## config.mk

```make
export PLATFORM = sky130hd
export DESIGN_NAME = alarm_icon_overlay_flat
export DESIGN_NICKNAME = d
export VERILOG_FILES = /design/src/rtl/alarm_icon_overlay_if.sv /design/src/rtl/alarm_icon_overlay.sv /design/src/flat_wrapper.sv
export SDC_FILE = /design/constraint.sdc
export NUM_CORES = 1
export LEC_CHECK = 0
export BUFFER_PORTS_ARGS = -buffer_cell sky130_fd_sc_hd__buf_2
export CAP_MARGIN = 30
export CORE_MARGIN = 8
export CORE_UTILIZATION = 47
export CTS_BUF_LIST = sky130_fd_sc_hd__clkbuf_4
export CTS_CLUSTER_SIZE = 10
export DETAILED_ROUTE_END_ITERATION = 7
export PLACE_DENSITY = 0.81
export REMOVE_ABC_BUFFERS = 1
export SLEW_MARGIN = 20
export SYNTH_ARGS = -nofsm -noshare
export SYNTH_HDL_FRONTEND = slang
export SYNTH_SLANG_ARGS = --single-unit
```

## constraint.sdc

```tcl
create_clock -name clk -period 1.2 [get_ports clk]
set_input_delay 0.06 -clock clk [delete_from_list [all_inputs] [get_ports clk]]
set_output_delay 0.06 -clock clk [all_outputs]
set_load 0.005 [all_outputs]
```

## src/rtl/alarm_icon_overlay_if.sv

```systemverilog
// Pixel stream and font ROM bus shared by the video timing side and the overlay.
// slave = overlay (pixel/rom_data in, rom_addr/rgbtext out); master = video side.
interface alarm_icon_overlay_if;
  logic        video_on;
  logic [9:0]  pix_x;
  logic [9:0]  pix_y;
  logic [7:0]  rom_addr;
  logic [7:0]  rom_data;
  logic [11:0] rgbtext;

  modport master (
    output video_on, pix_x, pix_y, rom_data,
    input  rom_addr, rgbtext
  );

  modport slave (
    input  video_on, pix_x, pix_y, rom_data,
    output rom_addr, rgbtext
  );
endinterface

```

## src/rtl/alarm_icon_overlay.sv

```systemverilog
// Alarm bell/wave icon overlay: IDLE/RING/ACKED alarm FSM with blink and timeout,
// plus a 2-cycle pixel pipeline (ROM address, then glyph bit) drawing the icon.
// Ports: clk, reset (sync, active-high), frame_tick, activar_alarma, okmaquina,
// ack, vid (pixel + font ROM bus), ringing, timeout_pulse.
module alarm_icon_overlay #(
  parameter int          X0             = 576,
  parameter int          Y0             = 320,
  parameter int          SCALE_LOG2     = 2,
  parameter logic [3:0]  BELL_CODE      = 4'd7,
  parameter logic [3:0]  WAVE_CODE      = 4'd6,
  parameter int          BLINK_FRAMES   = 30,
  parameter int          TIMEOUT_FRAMES = 1800,
  parameter logic [11:0] COLOR_ON       = 12'hF00
) (
  input  logic clk,
  input  logic reset,
  input  logic frame_tick,
  input  logic activar_alarma,
  input  logic okmaquina,
  input  logic ack,
  alarm_icon_overlay_if.slave vid,
  output logic ringing,
  output logic timeout_pulse
);

  localparam int TW = $clog2(TIMEOUT_FRAMES + 1);
  localparam int BW = $clog2(BLINK_FRAMES + 1);
  localparam int SPAN = 16 << SCALE_LOG2;

  localparam logic [TW-1:0] T_LAST = TW'(TIMEOUT_FRAMES - 1);
  localparam logic [BW-1:0] B_LAST = BW'(BLINK_FRAMES - 1);

  localparam logic [9:0]  X_BEG = 10'(X0);
  localparam logic [9:0]  Y_BEG = 10'(Y0);
  localparam logic [10:0] X_END = 11'(X0 + SPAN);
  localparam logic [10:0] Y_END = 11'(Y0 + SPAN);

  localparam logic [1:0] IDLE  = 2'd0;
  localparam logic [1:0] RING  = 2'd1;
  localparam logic [1:0] ACKED = 2'd2;

  logic [1:0]    state;
  logic [1:0]    state_nxt;
  logic          act_d;
  logic [TW-1:0] tcnt;
  logic [BW-1:0] bcnt;
  logic          phase;
  logic          rise;
  logic          t_end;

  assign rise    = activar_alarma & ~act_d;
  assign t_end   = frame_tick && (tcnt == T_LAST);
  assign ringing = (state == RING);

  always_comb begin
    state_nxt = state;
    if (!okmaquina) begin
      state_nxt = IDLE;
    end else begin
      case (state)
        IDLE:    if (rise) state_nxt = RING;
        RING:    if (ack) state_nxt = ACKED;
                 else if (t_end) state_nxt = IDLE;
        ACKED:   if (!activar_alarma) state_nxt = IDLE;
        default: state_nxt = IDLE;
      endcase
    end
  end

  // act_d tracks the input even in reset so a level held through
  // reset is not mistaken for a fresh rising edge afterwards.
  always_ff @(posedge clk) begin
    act_d <= activar_alarma;
    if (reset) begin
      state         <= IDLE;
      tcnt          <= '0;
      bcnt          <= '0;
      phase         <= 1'b0;
      timeout_pulse <= 1'b0;
    end else begin
      state         <= state_nxt;
      timeout_pulse <= okmaquina && ringing && !ack && t_end;
      if (!ringing && state_nxt == RING) begin
        tcnt  <= '0;
        bcnt  <= '0;
        phase <= 1'b1;
      end else if (ringing && frame_tick) begin
        tcnt <= tcnt + TW'(1);
        if (bcnt == B_LAST) begin
          bcnt  <= '0;
          phase <= ~phase;
        end else begin
          bcnt <= bcnt + BW'(1);
        end
      end
    end
  end

  logic [9:0] dx;
  logic [9:0] dy;
  logic       hit;
  logic [3:0] row;
  logic [2:0] col;
  logic [3:0] glyph;

  assign dx = vid.pix_x - X_BEG;
  assign dy = vid.pix_y - Y_BEG;

  // 11-bit upper bounds let the window run past 1023 and clip naturally.
  assign hit = (vid.pix_x >= X_BEG) && ({1'b0, vid.pix_x} < X_END) &&
               (vid.pix_y >= Y_BEG) && ({1'b0, vid.pix_y} < Y_END);

  assign row   = 4'(dy >> SCALE_LOG2);
  assign col   = 3'(dx >> SCALE_LOG2);
  assign glyph = dx[SCALE_LOG2 + 3] ? WAVE_CODE : BELL_CODE;

  logic       hit1;
  logic       von1;
  logic [2:0] col1;
  logic       hit2;
  logic       von2;
  logic [2:0] col2;

  // Stage 2 copies line up with rom_data, which the ROM returns one
  // cycle after the registered address.
  always_ff @(posedge clk) begin
    if (reset) begin
      vid.rom_addr <= 8'h00;
      hit1         <= 1'b0;
      von1         <= 1'b0;
      col1         <= 3'd0;
      hit2         <= 1'b0;
      von2         <= 1'b0;
      col2         <= 3'd0;
    end else begin
      vid.rom_addr <= hit ? {glyph, row} : 8'h00;
      hit1         <= hit;
      von1         <= vid.video_on;
      col1         <= col;
      hit2         <= hit1;
      von2         <= von1;
      col2         <= col1;
    end
  end

  // Bit 7 is the leftmost column, so column c reads bit ~c.
  assign vid.rgbtext =
    (hit2 && von2 && ringing && phase && vid.rom_data[~col2]) ?
    COLOR_ON : 12'h000;

endmodule

```

## src/flat_wrapper.sv

```systemverilog
// flat-port wrapper written by rule: the top's interface ports become plain ports
module alarm_icon_overlay_flat 
#(
  parameter int          X0             = 576,
  parameter int          Y0             = 320,
  parameter int          SCALE_LOG2     = 2,
  parameter logic [3:0]  BELL_CODE      = 4'd7,
  parameter logic [3:0]  WAVE_CODE      = 4'd6,
  parameter int          BLINK_FRAMES   = 30,
  parameter int          TIMEOUT_FRAMES = 1800,
  parameter logic [11:0] COLOR_ON       = 12'hF00
)
  (clk, reset, frame_tick, activar_alarma, okmaquina, ack, ringing, timeout_pulse, vid_video_on, vid_pix_x, vid_pix_y, vid_rom_data, vid_rom_addr, vid_rgbtext);
  alarm_icon_overlay_if vid_i ();
  input  logic clk;
  input  logic reset;
  input  logic frame_tick;
  input  logic activar_alarma;
  input  logic okmaquina;
  input  logic ack;
  output logic ringing;
  output logic timeout_pulse;
  input wire logic [$bits(vid_i.video_on)-1:0] vid_video_on;
  input wire logic [$bits(vid_i.pix_x)-1:0] vid_pix_x;
  input wire logic [$bits(vid_i.pix_y)-1:0] vid_pix_y;
  input wire logic [$bits(vid_i.rom_data)-1:0] vid_rom_data;
  output wire logic [$bits(vid_i.rom_addr)-1:0] vid_rom_addr;
  output wire logic [$bits(vid_i.rgbtext)-1:0] vid_rgbtext;
  assign vid_i.video_on = vid_video_on;
  assign vid_i.pix_x = vid_pix_x;
  assign vid_i.pix_y = vid_pix_y;
  assign vid_i.rom_data = vid_rom_data;
  assign vid_rom_addr = vid_i.rom_addr;
  assign vid_rgbtext = vid_i.rgbtext;
  alarm_icon_overlay #(.X0(X0), .Y0(Y0), .SCALE_LOG2(SCALE_LOG2), .BELL_CODE(BELL_CODE), .WAVE_CODE(WAVE_CODE), .BLINK_FRAMES(BLINK_FRAMES), .TIMEOUT_FRAMES(TIMEOUT_FRAMES), .COLOR_ON(COLOR_ON)) u_core (.clk(clk), .reset(reset), .frame_tick(frame_tick), .activar_alarma(activar_alarma), .okmaquina(okmaquina), .ack(ack), .vid(vid_i), .ringing(ringing), .timeout_pulse(timeout_pulse));
endmodule
```

==> out/results.md <==
| Group | Parameter | Value |
| --- | --- | --- |
| worst hold path | Class of the most critical hold timing path | input port to flip-flop |
| power | Sequential group share of total power | 0.478 |
| timing | Setup-violating endpoint count in the final report | 26 |
| power | Power dissipated by switching net loads | 0.5926 mW |
| routing | Count of unresolved DRC violations after routing | 0 |
| logic synthesis | Fraction of the yosys area taken by sequential cells | 0.4256 |
| power | Int Pwr | 2.045 mW |
| routing | Routed WL | 7161 µm |
| clocking | Library cell used as clock root buffer | clkbuf_4 |
| outcome | Outcome | finished with violations |
| timing | FMAX | 0.5657 GHz |
| placed design | Final HPWL from detailed placement | 2866 µm |
| power | Comb pwr share | 0.112 |
| finish | Fraction of layout instances using a drive strength above 1 | 0.5242 |
| finish | Storage element area | 752.0 µm² |
| worst hold path | Endpoint of the worst hold-timing path | u_core.hit1 |
| setup path | Capture instance of the worst register-to-register path | u_core.phase |
| setup path | WP buf/inv | 1 |
| setup path | Largest stage delay, worst path | 550 ps |
| placed design | Cell area after placement | 0.002132 mm² |
| logic synthesis | Syn avg cell area | 9.778 µm² |
| logic synthesis | Number of distinct library cell variants in the gate-level netlist after synthesis | 45 |
| global route | Final global-route overflow total | 0 |
| timing | Fin crit period | 1768 ps |
| placed design | Weighted congestion reported at the end of routability-driven placement | 0.7853 |
| power | Max IR drop VDD | 0.8724 mV |
| global route | Largest net degree at the start of global routing | 14 |
| die | Die X-Extent | 76.85 µm |
| power | Clock share of power | 0.410 |
| clocking | Worst-skew pair later-pin latency | 340 ps |
| die | Total Die Area | 0.005906 mm² |
| worst hold path | Launch point of the worst hold path | vid_pix_y[9] |
| die | Rows | 22 |
| finish | Nets@finish | 306 |
| die | Vertical die dimension | 76.85 µm |
| routing | Routed WL per cell | 22.59 µm |
| setup path | Endpoint arrival time on the critical path | 1710 ps |
| timing | Hold_ws | 35.59 ps |
| routing | Violation count after the first detailed-route iteration | 208 |
| finish | Area of the multi-input gates | 0.001033 mm² |
| placed design | Port-buffer cells | 43 |
| outcome | Failing checks | setup timing |
| setup path | Required arrival time at the worst endpoint | 1140 ps |
| setup path | Worst setup path class | flip-flop to output port |
| routing | Antenna-violating nets left | 0 |
| die | Floorplan Core Area | 0.003606 mm² |
| setup path | Crit-path cells | mux4_2 > mux2i_2 > nor2_2 > buf_2 |
| clocking | Clock tree from TritonCTS | done |
| clocking | Clk pin slew, worst setup/hold paths | 120 ps |
| routing | Number of vias per cell | 6.095 |
| finish | Finished Core Util | 0.7408 |
| setup path | Worst Path Max Fanout | 4 |
| routing | Number of optimization iterations in the first detailed-route pass | 5 |
| die | Number of placed I/O pins | 57 |
| logic synthesis | Combined area of all synthesized cells | 0.001740 mm² |
| setup path | Cell type group with the largest total delay on the critical path | multiplexers |
| finish | Number of fillers in the final layout | 190 |
| timing | Hold Violations, Final | 0 |
| timing | Worst Slack Setup Final | -567.8 ps |
| worst hold path | Worst hold path depth | 3 |
| logic synthesis | Fraction of synthesis flops using an asynchronous set or reset pin | 0 |
| global route | Total routing usage reported by global routing | 0.1776 |
| timing | Final period utilization | 1.473 |
| setup path | Startpoint type of the worst setup path | flip-flop |
| global route | Number of global-route vias before repair | 1833 |
| logic synthesis | Cells after Synth | 178 |
| setup path | Register-to-register setup slack | -320 ps |
| power | Proportion of total power due to net switching | 0.2246 |
| timing | Setup_tns | -6848 ps |
| setup path | Worst Reg-to-Reg Cells | 7 |
| clocking | CTS max path bufs | 2 |
| logic synthesis | Count of yosys warnings during synthesis | 0 |
| finish | Antenna diode count | 0 |
| clocking | Number of sinks handled by clock tree synthesis | 37 |
| timing | Total count of max-transition violations in the final report | 0 |
| routing | Count of vias placed by the detailed router | 1932 |
| power | Leak | 1.146 nW |
| finish | Cell area after layout | 0.002671 mm² |
| die | Effective utilization at floorplan | 0.4827 |
| setup path | Critical-path cell with the highest stage delay | mux4_2 |
| timing | Setup repair after global routing missed its margin | yes |
| job | Number of max-capacitance violations reported | 0 |
| clocking | Num CTS Buffers | 5 |
| global route | Antenna violations before repair | 0 |
| logic synthesis | Post-synth top flop | dfxtp_1 |
| power | Power per cell area | 987.5 mW/mm² |
| clocking | CTS H-tree depth | 2 |
| setup path | Worst reg2reg path startpoint | u_core.state[0] |
| setup path | Category of the worst setup path capture point | output port |
| logic synthesis | Number of enable flip-flop cells after synthesis | 0 |
| timing | Clk_skew | 4.357 ps |
| global route | First-pass GRT wire length | 8631 µm |
| logic synthesis | Synthesis-stage register bit count | 37 |
| finish | Layout-stage area growth over the synthesis result | 53.49% |
## stage by stage
step	cells	worst slack, ps	power [mW]
finish	317	-567.8	2.638
global route	317	-601.4	2.692
CTS	315	-412.0	2.569
detailed placement	287	-180.5	1.467
global placement	287	-156.8	1.459
floorplan	166	-297.1	1.355
## routing by layer
layer / share of wire / up-vias / wire (µm) / GRT usage
li1: - / 802 / - / -
met1: 0.37 / 895 / 2616 / 0.1833
met2: 0.47 / 178 / 3362 / 0.3144
met3: 0.10 / 57 / 714 / 0.05594
met4: 0.065 / 0 / 467 / 0.09038
met5: 0 / - / 0 / 0
## worst reg2reg max path, stage by stage (launching register included)
cell and delay (ps):
dfxtp_2 380, buf_6 110, buf_6 90, buf_6 120
nand3b_4 120, buf_6 160, o32a_1 320, a21oi_1 170
## Yosys cell counts (2+ instances only)
cell	instances	area, µm²
nand3b_1	2	15.01
nor3_1	2	10.01
or3_1	6	37.54
nand2_1	10	37.54
nand3_1	3	15.01
nor2_1	6	22.52
a21oi_2	2	17.52
nor4_2	5	62.56
inv_1	4	15.01
and2_1	4	25.02
buf_4	14	105.1
nor2b_1	12	75.07
nand4b_1	2	17.52
buf_6	3	33.78
nand4_1	3	18.77
ha_1	3	37.54
or4_1	4	30.03
o21ai_0	11	55.05
o31ai_1	3	22.52
mux2i_1	4	40.04
nand2b_1	3	18.77
a21oi_1	12	60.06
mux4_2	2	45.04
dfxtp_1	37	740.7
## flip-flops by register name (all words and copies together), names as in the netlist
register	cells
u_core.tcnt	11
u_core.vid.rom_addr	6
u_core.bcnt	5
u_core.col1	3
u_core.col2	3
u_core.state	2
u_core.act_d	1
u_core.hit1	1
u_core.hit2	1
u_core.phase	1
u_core.timeout_pulse	1
u_core.von1	1
u_core.von2	1
## kinds of logic (layout without fill, tap and decap cells)
family,after synthesis,in the layout,synth area share
AOI/OAI and AO/OA,34,34,0.1229
xor gates and xnor gates,1,1,0.005033
adders and majority gates,3,3,0.02157
buffers and inverters,24,107,0.09560
DFF,37,37,0.4256
muxes,6,6,0.04888
other,1,9,0.002155
and+or+nand+nor,72,72,0.2782
## final cells by class
cell class / count / area share
Multi-Input combinational cell: 125 / 0.3869
Sequential cell: 37 / 0.2815
Timing Repair Buffer: 95 / 0.2651
Clock inverter: 3 / 0.02436
Tap cell: 48 / 0.02248
Clock buffer: 5 / 0.01405
Inverter: 4 / 0.005621
## worst max-delay path by stage
stage | start | to | slack (ps) | cells after the start
after floorplan | u_core.state[0] | u_core.tcnt[5] | -300 | 3
after global placement | u_core.state[1] | u_core.tcnt[5] | -160 | 4
after detailed placement | u_core.state[1] | u_core.tcnt[7] | -180 | 4
after CTS | u_core.col2[0] | vid_rgbtext[10] | -410 | 4
after global routing | u_core.col2[0] | vid_rgbtext[10] | -600 | 4
final | u_core.col2[0] | vid_rgbtext[10] | -570 | 4
## power by group through the flow
stage          Combinational [mW]  Clock [mW]  Sequential (mW)
2_1_floorplan              0.0725           0             1.28
3_3_place_gp                0.176           0             1.28
3_5_place_dp                0.184           0             1.28
4_1_cts                     0.238        1.08             1.26
5_1_grt                     0.304        1.13             1.26
6_report                    0.296        1.08             1.26
## what timing repair did
item                                    4_1_cts  5_1_grt
resized for setup                            34       33
endpoints found under the hold margin        13        0
hold buffers                                 14        0
pin swaps                                     7        7
buffers inserted                              5        3
endpoints found under the setup margin       24       26
gates cloned                                  1        0
## cell usage in the layout, fill, tap and decap left out, types with 3 or more instances in the layout
cell type	synthesis	layout
buf_2	1	42
dfxtp_1	37	30
buf_4	14	24
buf_6	3	14
dlygate4sd3_1	0	14
nor2b_1	12	12
nand2_1	10	10
a21oi_2	2	10
conb_1	1	9
o21ai_2	0	6
dfxtp_2	0	6
nor2_1	6	5
clkbuf_4	0	5
inv_1	4	4
a21oi_1	12	4
o21ai_0	11	4
and2_1	4	4
nand4_1	3	3
nand2b_1	3	3
nor4_4	0	3
mux2i_1	4	3
o31ai_1	3	3
or4_4	0	3
or3_1	6	3
or3_4	0	3
nand3_1	3	3
Note: power is estimated with default switching activity, not from simulation.
